<file path="src/rtl/top.sv">
`default_nettype none
// +----------------------------------------------------------------------------+
// | Module      : top                                                          |
// | Description : Prescaled 10-bit up/down counter on LEDR with pause and      |
// |               clear pushbuttons; KEY[0] is the asynchronous reset.         |
// | Revision    : 1.0                                                          |
// +----------------------------------------------------------------------------+
module top #(
    parameter int unsigned CLK_DIV = 5_000_000
) (
    input  logic       CLOCK_50,
    input  logic [3:0] KEY,
    output logic [9:0] LEDR
);

    localparam logic [25:0] c_div_last = 26'(CLK_DIV - 1);

    logic        w_rst_n;
    logic [3:1]  w_key_sync;
    logic        w_enable;
    logic        w_up;
    logic        w_clear;
    logic        w_tick;

    logic        r_key3_prev;
    logic [25:0] r_presc;
    logic [9:0]  r_count;

    assign w_rst_n = KEY[0];

    // Synchronizers reset to the released level so reset never looks like a press
    genvar gi;
    generate
        for (gi = 1; gi <= 3; gi++) begin : g_sync
            logic [1:0] r_meta;
            always_ff @(posedge CLOCK_50 or negedge w_rst_n) begin
                if (!w_rst_n) begin
                    r_meta <= 2'b11;
                end else begin
                    r_meta <= {r_meta[0], KEY[gi]};
                end
            end
            assign w_key_sync[gi] = r_meta[1];
        end
    endgenerate

    assign w_enable = w_key_sync[1];
    assign w_up     = w_key_sync[2];

    always_ff @(posedge CLOCK_50 or negedge w_rst_n) begin
        if (!w_rst_n) begin
            r_key3_prev <= 1'b1;
        end else begin
            r_key3_prev <= w_key_sync[3];
        end
    end

    // One-cycle pulse on press only; holding the button does not retrigger
    assign w_clear = r_key3_prev & ~w_key_sync[3];
    assign w_tick  = (r_presc == c_div_last);

    always_ff @(posedge CLOCK_50 or negedge w_rst_n) begin
        if (!w_rst_n) begin
            r_presc <= '0;
        end else if (w_clear || w_tick) begin
            r_presc <= '0;
        end else begin
            r_presc <= r_presc + 26'd1;
        end
    end

    always_ff @(posedge CLOCK_50 or negedge w_rst_n) begin
        if (!w_rst_n) begin
            r_count <= '0;
        end else if (w_clear) begin
            r_count <= '0;
        end else if (w_tick && w_enable) begin
            r_count <= w_up ? r_count + 10'd1 : r_count - 10'd1;
        end
    end

    assign LEDR = r_count;

endmodule
`default_nettype wire

</file>
<file path="config.mk">
export PLATFORM = sky130hd
export DESIGN_NAME = top
export DESIGN_NICKNAME = d
export VERILOG_FILES = /design/src/rtl/top.sv
export SDC_FILE = /design/constraint.sdc
export NUM_CORES = 1
export LEC_CHECK = 0
export ABC_CLOCK_PERIOD_IN_PS = 2390
export BUFFER_PORTS_ARGS = -buffer_cell sky130_fd_sc_hd__buf_2
export CORE_MARGIN = 2
export CORE_UTILIZATION = 54
export CTS_CLUSTER_DIAMETER = 150
export CTS_CLUSTER_SIZE = 40
export DETAILED_ROUTE_END_ITERATION = 16
export GPL_TIMING_DRIVEN = 0
export HOLD_SLACK_MARGIN = 0.1
export PLACE_DENSITY_LB_ADDON = 0.05
export SLEW_MARGIN = 15
export SYNTH_ARGS = -nofsm -noshare
export SYNTH_HDL_FRONTEND = slang
export SYNTH_SLANG_ARGS = --single-unit
</file>
<file path="constraint.sdc">
create_clock -name CLOCK_50 -period 2.39 [get_ports CLOCK_50]
set_clock_uncertainty 0.2 [all_clocks]
set_input_delay 0.239 -clock CLOCK_50 [delete_from_list [all_inputs] [get_ports CLOCK_50]]
set_output_delay 0.239 -clock CLOCK_50 [all_outputs]
set_load 0.01 [all_outputs]
</file>
==> out/metrics.cfg <==
[sta]
setup_ws_ns = -0.1077
max-slew-margin-rel_pct = 38.09
hold_ws_ns = 0.1581
setup_violations = 4
hold_viol = 0
fmaxAchievable_mhz = 400.4
layout_min_cycle_time_ns = 2.498
rsz0062_at_grt = true
worst_pin_slew_ns = 0.9286
fin_crit_sh_pct = 104.5
maxSlewViolCount = 0

[synthesis]
yosys.area.top_type = dfrtp_1
syn_area_per_cell_sq_um = 11.10
yosys_warnings = 0
synth_cell_types = 39
ys_seq_area_share_pct = 48.14
synth_cells = 203
synth_nets = 218
syn_area_sq_um = 2253
synth.top_cell.area_share_pct = 39.98
synth_ff_type = dfrtp_1
ys_top_cells_by_area = dfrtp_1 (40%), dfstp_2 (8.2%), xor2_1 (7.8%)
yosys_register_bits = 43
synth_enable_flop_cells = 0
async_flop_share_pct = 100.0

[clock_network]
root_buffer = clkbuf_8
cts_tree = built
cts.sinks = 43
clk_latency_ns = 0.29
cts_buffers = 5
clockBufferDepth = 2
clk_pin_slew_ns = 0.08
htree_levels = 2

[status]
failed_checks = setup timing
status = finished with violations

[route]
num_vias = 1630
drt_iter0_drc = 141
viasPerCell = 5.640
ant_nets = 0
wl_per_cell_microns = 15.36
finalWirelength_mm = 4.440
wl_met1_mm = 2.072
firstDrtPassIters = 4
met3WireLength_microns = 155
drc = 0
top_layer = met4
wl_met2_mm = 2.152

[cells_and_area]
antennaDiodeCount = 0
layout.nets = 253
postLayoutCellArea_sq_um = 2808
syn_to_final_growth_pct = 24.60
post_route_cells_drive_above_1_share_pct = 29.71

[placed_design]
portBuffers = 14
gp_congestion = 0.7750
dpl_cell_area_sq_um = 2386
hpwlAfterDp_mm = 2.801

[floorplan]
io_pins = 15
die-area_sq_um = 4706
start_util_pct = 56.33
die_height_microns = 68.60
coreArea_sq_um = 4000
die_x_microns = 68.60
row_count = 23

[grt]
grt_max_degree = 44
globalRouteTotalUtil_pct = 20.57
grt_pass1_vias = 1552
antenna_found_initial = 0
overflow = 0
grt_first_pass_wirelength_mm = 7.065

[critical_path]
critPathMaxFanout = 4
worstSetupStartpointType = flip-flop
worstSetupPathType = reg2reg
critPathTopFamily = compound AO/OA/AOI/OAI gates
crit_arrival_ns = 2.47
critical_path.cell_chain = clkinvlp_4, fa_2, a21oi_2, nor2b_2, o31a_1, buf_4, nor2_4, xnor2_2, a22o_1
critPathRequiredTime_ns = 2.36
cp-end-kind = flip-flop
cp.depth = 9
reg2reg_setup_slack_ns = -0.11
slowest_delay_ns = 0.56
path_buf_inv = 2
reg2reg_from = g_sync[2].r_meta[1]
crit_slowest_cell = dfstp_2
reg2reg_to = LEDR[6]
ff2ff_path_depth = 9
endpoint = LEDR[6]
startpoint = g_sync[2].r_meta[1]

[pwr]
combPwrFrac_pct = 9.6
power_density_nw_per_um2 = 523.9
p_int_mw = 1.141
swShare_pct = 22.47
power_frac_seq_pct = 53.9
peakVddDrop_mv = 0.4728
p_clk_share_pct = 36.5
p_leak_nw = 1.298
p_sw_uw = 330.5

[run]
max_cap_violations = 0

[min_path]
hp-class = reg2reg

==> per-layer routing <==
metal	vias to the layer above	global-route usage, %
met1	813	26.42
met3	6	4.708
met4	0	8.750
met5	-	0
li1	778	-
met2	33	33.29
==> layout by cell type (no fill, tap or decap), types with 2 or more instances in the layout <==
| master | n |
|---|---|
| dfrtp_1 | 36 |
| a21o_1 | 2 |
| dlygate4sd3_1 | 4 |
| inv_1 | 4 |
| nor2_4 | 2 |
| buf_2 | 14 |
| nand3_1 | 10 |
| a22o_1 | 9 |
| nor2_1 | 34 |
| xnor2_1 | 13 |
| nor4_1 | 2 |
| and4_1 | 2 |
| nand3_4 | 3 |
| nor4_4 | 2 |
| a21oi_2 | 4 |
| nor3_1 | 3 |
| and2_1 | 2 |
| buf_4 | 7 |
| xor2_1 | 20 |
| dfstp_2 | 7 |
| clkbuf_1 | 2 |
| nand2_1 | 8 |
| clkbuf_8 | 5 |
| ha_1 | 2 |
| buf_6 | 3 |
| buf_8 | 2 |
| ha_4 | 7 |
| nand4_1 | 6 |
==> how the worst min path moves through the flow <==
| stage | startpoint | cells past startpoint | end | slack, ns |
|---|---|---|---|---|
| 2_1_floorplan | KEY[0] | 0 | LEDR[0] | -0.26 |
| 3_3_place_gp | KEY[3] | 1 | g_sync[3].r_meta[0] | 0.15 |
| 3_5_place_dp | KEY[3] | 1 | g_sync[3].r_meta[0] | 0.15 |
| 4_1_cts | g_sync[1].r_meta[0] | 0 | g_sync[1].r_meta[1] | 0.16 |
| 5_1_grt | g_sync[1].r_meta[0] | 0 | g_sync[1].r_meta[1] | 0.16 |
| 6_report | g_sync[1].r_meta[0] | 0 | g_sync[1].r_meta[1] | 0.16 |
==> power groups by stage <==
stage / Combinational [mW] / Sequential (mW) / Clock, mW
2_1_floorplan: 0.0773 / 0.800 / 0
3_3_place_gp: 0.105 / 0.804 / 0
3_5_place_dp: 0.108 / 0.806 / 0
4_1_cts: 0.133 / 0.792 / 0.551
5_1_grt: 0.161 / 0.800 / 0.589
6_report: 0.141 / 0.793 / 0.537
==> worst reg2reg max path: cells and delay by family (launching register included) <==
| kind | cells | cell delay (ns) |
|---|---|---|
| and+or+nand+nor | 2 | 0.19 |
| DFF | 1 | 0.56 |
| buffers and inverters | 2 | 0.32 |
| xor gates and xnor gates | 1 | 0.09 |
| AOI/OAI and AO/OA | 3 | 0.62 |
| adders and majority gates | 1 | 0.40 |
==> flip-flops by register name, summed over array words and instances (netlist names) <==
signal,flops
LEDR,10
g_sync.r_meta,6
r_key3_prev,1
r_presc,26
==> area by class of cell <==
type | instances | area (sq um)
Buffer | 3 | 41.29
Clock buffer | 7 | 76.32
Clock inverter | 1 | 30.03
Fill cell | 285 | 1192
Inverter | 5 | 22.52
Multi-Input combinational cell | 152 | 1285
Sequential cell | 43 | 1085
Tap cell | 50 | 62.56
Timing Repair Buffer | 28 | 205.2
==> kinds of logic (layout without fill, tap and decap cells) <==
| kind of cell | after synthesis | count (layout) | share of synthesized area (%) |
|---|---|---|---|
| AO/OA/AOI/OAI | 22 | 22 | 8.107 |
| adder cells (fa/ha/maj) | 10 | 10 | 5.886 |
| XOR/XNOR | 34 | 34 | 13.22 |
| flip-flops | 43 | 43 | 48.14 |
| AND/OR/NAND/NOR | 86 | 86 | 21.99 |
| buffers and inverters | 8 | 44 | 2.665 |
==> stage by stage <==
step           setup TNS [ns]  std cells  power, mW  utilization [%]  setup slack, ns
2_1_floorplan               0        203     0.8768                -          0.08185
3_3_place_gp          -0.2324        267     0.9089            59.65          -0.1031
3_5_place_dp          -0.3852        267     0.9135            59.65          -0.1453
4_1_cts               -0.1071        284      1.476            67.34         -0.07139
5_1_grt               -0.6887        289      1.550            70.19          -0.1794
6_report              -0.3730        289      1.471            70.19          -0.1077
==> synth_stat cells (2+ instances only) <==
| master | number |
|---|---|
| dfrtp_1 | 36 |
| nor2_1 | 35 |
| xor2_1 | 20 |
| xnor2_1 | 14 |
| nand3_1 | 12 |
| a22o_1 | 9 |
| ha_1 | 9 |
| nand2_1 | 9 |
| dfstp_2 | 7 |
| nand4_1 | 6 |
| inv_1 | 5 |
| a21oi_1 | 4 |
| nor3_1 | 3 |
| a21o_1 | 2 |
| a21oi_2 | 2 |
| and2_1 | 2 |
| and4_1 | 2 |
| buf_8 | 2 |
| nor2b_1 | 2 |
| nor4_1 | 2 |
| nor4_4 | 2 |
==> timing repair <==
action                                  4_1_cts  5_1_grt
endpoints found under the setup margin        4        4
cloned                                        0        0
buffers inserted                              5        5
hold buffers                                  4        0
pin swaps                                     4       10
gates resized for setup                      15       12
hold endpoints to repair                     39        0
Note: power is estimated with default switching activity, not from simulation.
